==> src/rtl/buf_tag_if.sv <==
// buf_tag_if: request/response, LFU finder and fill handshake bundle for buf_tag_ctrl.
interface buf_tag_if #(parameter int TAG_W = 8);
  logic             req_vld;
  logic [TAG_W-1:0] req_tag;
  logic             req_rdy;
  logic             resp_vld;
  logic             resp_hit;
  logic [1:0]       resp_buf_num;
  logic [1:0]       ref_buf_numbr;
  logic             ref_vld;
  logic             new_buf_req;
  logic [1:0]       buf_num_replc;
  logic             fill_req;
  logic [1:0]       fill_buf_num;
  logic [TAG_W-1:0] fill_tag;
  logic             fill_done;
  modport master (
    output req_vld, req_tag, buf_num_replc, fill_done,
    input  req_rdy, resp_vld, resp_hit, resp_buf_num, ref_buf_numbr, ref_vld,
           new_buf_req, fill_req, fill_buf_num, fill_tag
  );
  modport slave (
    input  req_vld, req_tag, buf_num_replc, fill_done,
    output req_rdy, resp_vld, resp_hit, resp_buf_num, ref_buf_numbr, ref_vld,
           new_buf_req, fill_req, fill_buf_num, fill_tag
  );
endinterface

==> src/rtl/buf_tag_ctrl.sv <==
// buf_tag_ctrl: tag lookup for a 4-entry LFU buffer pool with victim request and fill handshake.
module buf_tag_ctrl #(
  parameter int TAG_W   = 8,
  parameter int NUM_BUF = 4
) (
  input logic     clk,
  input logic     rst_n,
  buf_tag_if.slave bus
);
  typedef enum logic [1:0] {IDLE, CMP, VICT, FILL} state_t;
  state_t             r_state, w_next;
  logic [TAG_W-1:0]   r_tag;
  logic [TAG_W-1:0]   r_tags [NUM_BUF];
  logic [NUM_BUF-1:0] r_vld;
  logic [1:0]         r_fill_buf, r_resp_buf, r_ref_buf;
  logic               r_resp_vld, r_resp_hit, r_ref_vld, r_new_buf_req;
  logic               w_hit, w_free;
  logic [1:0]         w_hit_idx, w_free_idx;
  // descending scan so the lowest-index free entry wins
  always_comb begin
    w_hit      = 1'b0;
    w_hit_idx  = '0;
    w_free     = 1'b0;
    w_free_idx = '0;
    for (int i = NUM_BUF - 1; i >= 0; i--) begin
      if (r_vld[i] && r_tags[i] == r_tag) begin
        w_hit     = 1'b1;
        w_hit_idx = 2'(i);
      end
      if (!r_vld[i]) begin
        w_free     = 1'b1;
        w_free_idx = 2'(i);
      end
    end
  end
  always_comb begin
    w_next = r_state;
    case (r_state)
      IDLE:    w_next = bus.req_vld ? CMP : IDLE;
      CMP:     w_next = w_hit ? IDLE : (w_free ? FILL : VICT);
      VICT:    w_next = FILL;
      FILL:    w_next = bus.fill_done ? IDLE : FILL;
      default: w_next = IDLE;
    endcase
  end
  always_ff @(posedge clk) begin
    if (!rst_n) r_state <= IDLE;
    else        r_state <= w_next;
  end
  always_ff @(posedge clk) begin
    if (!rst_n) begin
      r_tag         <= '0;
      r_vld         <= '0;
      r_fill_buf    <= '0;
      r_resp_buf    <= '0;
      r_ref_buf     <= '0;
      r_resp_vld    <= 1'b0;
      r_resp_hit    <= 1'b0;
      r_ref_vld     <= 1'b0;
      r_new_buf_req <= 1'b0;
      for (int i = 0; i < NUM_BUF; i++) r_tags[i] <= '0;
    end else begin
      r_resp_vld    <= 1'b0;
      r_ref_vld     <= 1'b0;
      r_new_buf_req <= 1'b0;
      if (r_state == IDLE && bus.req_vld) r_tag <= bus.req_tag;
      if (r_state == CMP) begin
        if (w_hit) begin
          r_resp_vld <= 1'b1;
          r_resp_hit <= 1'b1;
          r_resp_buf <= w_hit_idx;
          r_ref_buf  <= w_hit_idx;
          r_ref_vld  <= 1'b1;
        end else if (w_free) r_fill_buf <= w_free_idx;
        else r_new_buf_req <= 1'b1;
      end
      if (r_state == VICT) begin
        r_fill_buf               <= bus.buf_num_replc;
        r_vld[bus.buf_num_replc] <= 1'b0;
      end
      if (r_state == FILL && bus.fill_done) begin
        r_tags[r_fill_buf] <= r_tag;
        r_vld[r_fill_buf]  <= 1'b1;
        r_resp_vld         <= 1'b1;
        r_resp_hit         <= 1'b0;
        r_resp_buf         <= r_fill_buf;
        r_ref_buf          <= r_fill_buf;
        r_ref_vld          <= 1'b1;
      end
    end
  end
  assign bus.req_rdy       = r_state == IDLE;
  assign bus.fill_req      = r_state == FILL;
  assign bus.fill_buf_num  = r_fill_buf;
  assign bus.fill_tag      = r_tag;
  assign bus.resp_vld      = r_resp_vld;
  assign bus.resp_hit      = r_resp_hit;
  assign bus.resp_buf_num  = r_resp_buf;
  assign bus.ref_buf_numbr = r_ref_buf;
  assign bus.ref_vld       = r_ref_vld;
  assign bus.new_buf_req   = r_new_buf_req;
endmodule

==> src/flat_wrapper.sv <==
// flat-port wrapper written by rule: the top's interface ports become plain ports
module buf_tag_ctrl_flat 
#(
  parameter int TAG_W   = 8,
  parameter int NUM_BUF = 4
)
  (clk, rst_n, bus_req_vld, bus_req_tag, bus_buf_num_replc, bus_fill_done, bus_req_rdy, bus_resp_vld, bus_resp_hit, bus_resp_buf_num, bus_ref_buf_numbr, bus_ref_vld, bus_new_buf_req, bus_fill_req, bus_fill_buf_num, bus_fill_tag);
  buf_tag_if #(.TAG_W(TAG_W)) bus_i ();
  input logic clk;
  input logic rst_n;
  input wire logic [$bits(bus_i.req_vld)-1:0] bus_req_vld;
  input wire logic [$bits(bus_i.req_tag)-1:0] bus_req_tag;
  input wire logic [$bits(bus_i.buf_num_replc)-1:0] bus_buf_num_replc;
  input wire logic [$bits(bus_i.fill_done)-1:0] bus_fill_done;
  output wire logic [$bits(bus_i.req_rdy)-1:0] bus_req_rdy;
  output wire logic [$bits(bus_i.resp_vld)-1:0] bus_resp_vld;
  output wire logic [$bits(bus_i.resp_hit)-1:0] bus_resp_hit;
  output wire logic [$bits(bus_i.resp_buf_num)-1:0] bus_resp_buf_num;
  output wire logic [$bits(bus_i.ref_buf_numbr)-1:0] bus_ref_buf_numbr;
  output wire logic [$bits(bus_i.ref_vld)-1:0] bus_ref_vld;
  output wire logic [$bits(bus_i.new_buf_req)-1:0] bus_new_buf_req;
  output wire logic [$bits(bus_i.fill_req)-1:0] bus_fill_req;
  output wire logic [$bits(bus_i.fill_buf_num)-1:0] bus_fill_buf_num;
  output wire logic [$bits(bus_i.fill_tag)-1:0] bus_fill_tag;
  assign bus_i.req_vld = bus_req_vld;
  assign bus_i.req_tag = bus_req_tag;
  assign bus_i.buf_num_replc = bus_buf_num_replc;
  assign bus_i.fill_done = bus_fill_done;
  assign bus_req_rdy = bus_i.req_rdy;
  assign bus_resp_vld = bus_i.resp_vld;
  assign bus_resp_hit = bus_i.resp_hit;
  assign bus_resp_buf_num = bus_i.resp_buf_num;
  assign bus_ref_buf_numbr = bus_i.ref_buf_numbr;
  assign bus_ref_vld = bus_i.ref_vld;
  assign bus_new_buf_req = bus_i.new_buf_req;
  assign bus_fill_req = bus_i.fill_req;
  assign bus_fill_buf_num = bus_i.fill_buf_num;
  assign bus_fill_tag = bus_i.fill_tag;
  buf_tag_ctrl #(.TAG_W(TAG_W), .NUM_BUF(NUM_BUF)) u_core (.clk(clk), .rst_n(rst_n), .bus(bus_i));
endmodule
==> config.mk <==
export PLATFORM = sky130hd
export DESIGN_NAME = buf_tag_ctrl_flat
export DESIGN_NICKNAME = d
export VERILOG_FILES = /design/src/rtl/buf_tag_if.sv /design/src/rtl/buf_tag_ctrl.sv /design/src/flat_wrapper.sv
export SDC_FILE = /design/constraint.sdc
export NUM_CORES = 1
export LEC_CHECK = 0
export BUFFER_PORTS_ARGS = -buffer_cell sky130_fd_sc_hd__buf_2
export CAP_MARGIN = 20
export CORE_ASPECT_RATIO = 0.9
export CORE_MARGIN = 4
export CORE_UTILIZATION = 55
export DETAILED_ROUTE_END_ITERATION = 8
export PLACE_DENSITY = 0.76
export SYNTH_ARGS = -nofsm -noshare
export SYNTH_HDL_FRONTEND = slang
export SYNTH_SLANG_ARGS = --single-unit
==> constraint.sdc <==
create_clock -name clk -period 3.41 [get_ports clk]
set_input_delay 0.682 -clock clk [delete_from_list [all_inputs] [get_ports clk]]
set_output_delay 0.682 -clock clk [all_outputs]
set_load 0.05 [all_outputs]
# Word level (Yosys, flattened, before mapping)
# Memories as Yosys holds them, arrays and structs flattened.
# Index checks and enable logic that the tools add are counted.
# word_totals
ff_bits	21
latch_bits	0
ram_bits	32
mem_bits_ro	0
in_bits	14
word_cells	91
mem_count	1
# memory_table
name	depth	word_bits	rd	rd_ports_with_merged_regs	wr	line	rtl
u_core.r_tags	4	8	4	0	4	buf_tag_ctrl.sv:13	logic [TAG_W-1:0] r_tags [NUM_BUF];
# classes
n_addsub	0
n_mul	0
n_div	0
order_cmp	4
eq_ne	8
n_shift	0
muxes	46
bitwise	5
n_reduce_logical	19
# op_table
op	n
2-bit 2-to-1 mux	18
8-bit equality test	4
1-bit 2-to-1 mux	21
4-bit 2-to-1 mux	3
1-bit logical AND	8
8-bit 2-to-1 mux	1
2-bit one-hot mux with 4 select lines	1
2-bit nonzero test	4
8-bit OR reduction	1
2-bit by 3-bit < comparator with 1-bit output, second input constant	2
4-bit AND	1
1-bit demux with 2-bit select	2
2-bit equality test, second input constant	2
2-bit by 1-bit greater-or-equal comparator with 1-bit output, second input constant	2
4-bit inverter	1
4-bit bitwise OR	1
2-bit AND reduction	2
3-bit AND reduction	1
3-bit OR reduction	1
2-bit by 1-bit equality test with 1-bit output, second input constant	1
2-bit logical NOT	1
2-bit inequality test, second input constant	1
1-bit inverter	2
2-bit OR reduction	1

# Depth between registers and ports, before layout
# logic_depth
depth_word	10
depth_mapped	7
mapped_depth_nobuf	6

# Least setup slack after synthesis
# No wires, ideal clock.
# synth_path
kind	register to register
from	register u_core.r_state[0]
to	memory u_core.r_tags[1][0] (enable)
t_arrival_ns	1.871
required_time_ns	3.081
setup_slack_ns	1.210
stages_incl_launch_ff	7
path_buffers	1
cell_sequence	dfxtp_1 -> ha_1 -> and2_1 -> nand2_1 -> or2_2 -> clkbuf_1 -> nand2_1
# synth_lines
item	line	rtl
start: declaration	buf_tag_ctrl.sv:11	state_t r_state, w_next;
start signal: assignment	buf_tag_ctrl.sv:48	else r_state <= w_next;
end: declaration	buf_tag_ctrl.sv:13	

# Worst setup path in the final report
# layout_path
from	register u_core.r_state[0]
to	output bus_req_rdy
# layout_via
elab_chain_len	1
# layout_lines
item	line	rtl
2-bit logical NOT	buf_tag_ctrl.sv:92	assign bus.req_rdy = r_state == IDLE;
end: declaration	flat_wrapper.sv:15	output wire logic [$bits(bus_i.req_rdy)-1:0] bus_req_rdy;
# No other way between the ends.

==> impl_metrics.csv <==
group,metric,value,unit
outcome,run_status,"complete, no violations",
setup_path,crit_required,2.73,ns
clock_tree,htree_levels,2,
layout,nNetsFinal,301,
timing,tns,0,ns
setup_path,worst_setup_path_start_kind,"register",
layout,seq_area,1380,µm²
timing,rsz0062_at_grt,"no",
power_and_ir_drop,power_density,432,nW/µm²
setup_path,path_cells,"inv_1 > ha_1 > buf_2",
floorplan,core_area,4550,µm²
setup_path,critical_path.max_fanout,12,
power_and_ir_drop,leakagePower,1.11,nW
global_routing,grt_first_pass_wirelength,8340,µm
route,drc,0,
clock_tree,cts_tree,"yes",
synth,synth_edf_count,32,
placement,place_hpwl,3900,µm
power_and_ir_drop,ir_drop,0.331,mV
layout,nFillCells,416,
placement,dp_worst_setup_slack,0.965,ns
global_routing,grt_max_degree,20,
setup_path,arrival,1.45,ns
synth,synth_common_cells,"nand2_1, edfxtp_1, xnor2_1",
synth,synth_nets,278,
synth,yosys_register_bits,53,
clock_tree,hold_buffers,0,
route,drtIter0Drc,117,
synth,avgSynthCellArea,10.2,µm²
setup_path,worst-setup-path-type,"register to output port",
layout,fin_area,2850,µm²
global_routing,grt_overflow_total,0,
run,max-cap-violations,0,
timing,slew_viol_final,0,
clock_tree,cts_sinks,53,
route,wirelength,5030,µm
timing,slew_headroom,56.7,%
clock_tree,path_clk_slew,0.09,ns
timing,clock_skew,0.00816,ns
placement,io_buffers,33,
timing,fin_crit,2.13,ns
setup_path,crit_path_end_kind,"output port",
floorplan,ioPinCount,34,
synth,synth_area_leader_cell,"edfxtp_1",
synth,synth_most_common_cell,"nand2_1",
timing,period_share,62.5,%
synth,synth-seq-area-share,52.1,%
floorplan,initial_core_util,58.3,%
timing,worst_pin_slew,0.644,ns
route,postRouteAntennaNets,0,
timing,hold_viol,0,
synth,synthTopCellsByArea,"edfxtp_1, dfxtp_1, xnor2_1",
layout,drive_gt1_share,19.0,%
floorplan,rows,23,
synth,synthCells,260,
floorplan,dieArea,6000,µm²
floorplan,die-width,81.2,µm
global_routing,globalRouteTotalUtil,18.6,%
global_routing,grt_pass1_vias,1675,
route,first_pass_iters,4,
clock_tree,cts_resized,0,
layout,areaGrowthSynthToFinish,7.59,%
timing,fmax,469,MHz
global_routing,antenna_found_initial,0,
setup_path,crit_buf_inv,2,
layout,antenna_cells,0,
timing,finalSetupViolCount,0,
setup_path,path_delay_family,"buffers and inverters",
clock_tree,cts_buffer_depth,2,
placement,placed_area,2770,µm²
setup_path,critical_path.max_stage_delay,0.40,ns
route,avgViaCountPerCell,5.35,
synth,ys_dominant_reg_cell,"edfxtp_1",
synth,yosysTopAreaCellShare,36.2,%
layout,multi_input_comb_area,1070,µm²
hold_path,hold_class,"register to register",
timing,timing.final.ws_setup,1.28,ns
setup_path,slowest_stage,"ha_1",
clock_tree,postCtsSetupRepairBufs,0,
synth,syn-cell-area,2650,µm²
floorplan,die_y,73.9,µm
synth,async_flop_share,0,%
route,wl_per_cell,14.5,µm
route,vias,1852,
clock_tree,cts_root_buf,"clkbuf_8",
synth,synth_cell_type_count,35,
placement,globalplace.congestion,0.852,
clock_tree,cts-buffers-inserted,5,
synth,ys_warn_count,0,
clock_tree,insertion_delay,0.30,ns
-- final cells by class --
class	count	area share (%)
Sequential cell	53	48.4
Inverter	16	2.10
Clock buffer	6	2.54
Clock inverter	2	0.526
Multi-Input combinational cell	173	37.7
Tap cell	62	2.72
Timing Repair Buffer	34	6.05
-- routing by layer --
metal | wire [µm] | global-route usage [%] | up-vias
met4 | 65 | 6.19 | 0
met3 | 319 | 3.06 | 7
met5 | 0 | 0 | -
met2 | 2330 | 29.1 | 58
met1 | 2320 | 26.3 | 866
li1 | - | - | 921
-- worst register-to-register path, cell delays in order (launching register included) --
cell     delay, ns
dfxtp_1       0.37
ha_1          0.22
and2_1        0.23
nand2_1       0.09
or2_2         0.39
nand2_1       0.35
-- path summary, 6_finish.rpt --
kind | endpoint | slack [ns] | depth (start not counted) | startpoint
max | bus_req_rdy | 1.28 | 3 | u_core.r_state[0]
min reg2reg | u_core.bus.resp_hit | 0.50 | 1 | u_core.bus.resp_hit
min | u_core.bus.resp_hit | 0.50 | 1 | u_core.bus.resp_hit
max reg2reg | u_core.r_tags[1][1] | 1.43 | 5 | u_core.r_state[0]
-- registers in the layout, summed over array words and instances, names as in the netlist --
register                 cells
u_core.bus.new_buf_req       1
u_core.bus.resp_buf_num      2
u_core.r_tags               32
u_core.bus.fill_tag          8
u_core.bus.resp_hit          1
u_core.r_state               2
u_core.r_vld                 4
u_core.bus.fill_buf_num      2
u_core.bus.resp_vld          1
-- where the power goes --
part           switching (W)  internal, W
combinational       0.000102    0.0000566
sequential         0.0000298     0.000699
clock               0.000202     0.000145
total               0.000334     0.000900
-- stage by stage --
step	total power [W]	hold slack, ns	util [%]	instances
5_1_grt	0.00128	0.538	62.8	346
6_report	0.00123	0.498	62.8	346
4_1_cts	0.00124	0.504	62.8	346
3_5_place_dp	0.000903	0.482	60.8	338
2_1_floorplan	0.000874	0.472	-	260
3_3_place_gp	0.000899	0.476	60.8	338
-- cell families after synthesis --
kind of cell,after synthesis,synth area share (%)
buffers and inverters,34,7.41
flip-flops,53,52.1
adder cells (fa/ha/maj),4,1.89
AND/OR/NAND/NOR,102,20.0
AO/OA/AOI/OAI,35,8.02
XOR/XNOR,32,10.6
-- layout by cell type (no fill, tap or decap), drive strengths merged --
cell type | Yosys | layout
nand2 | 34 | 34
buf | 12 | 34
edfxtp | 32 | 32
xnor2 | 31 | 31
dfxtp | 21 | 21
nor2 | 20 | 20
nand3 | 16 | 16
inv | 15 | 15
a21oi | 14 | 14
o21ai | 9 | 9
and2 | 9 | 9
nand4 | 7 | 7
clkbuf | 6 | 6
nor3 | 6 | 6
a31oi | 4 | 4
ha | 4 | 4
or2 | 3 | 3
nand2b | 3 | 3
o211ai | 3 | 3
nor4 | 3 | 3
clkinvlp | 0 | 2
clkinv | 1 | 1
xor2 | 1 | 1
a211o | 1 | 1
nand3b | 1 | 1
a32o | 1 | 1
o21a | 1 | 1
o211a | 1 | 1
a211oi | 1 | 1
Note: power is estimated with default switching activity, not from simulation.
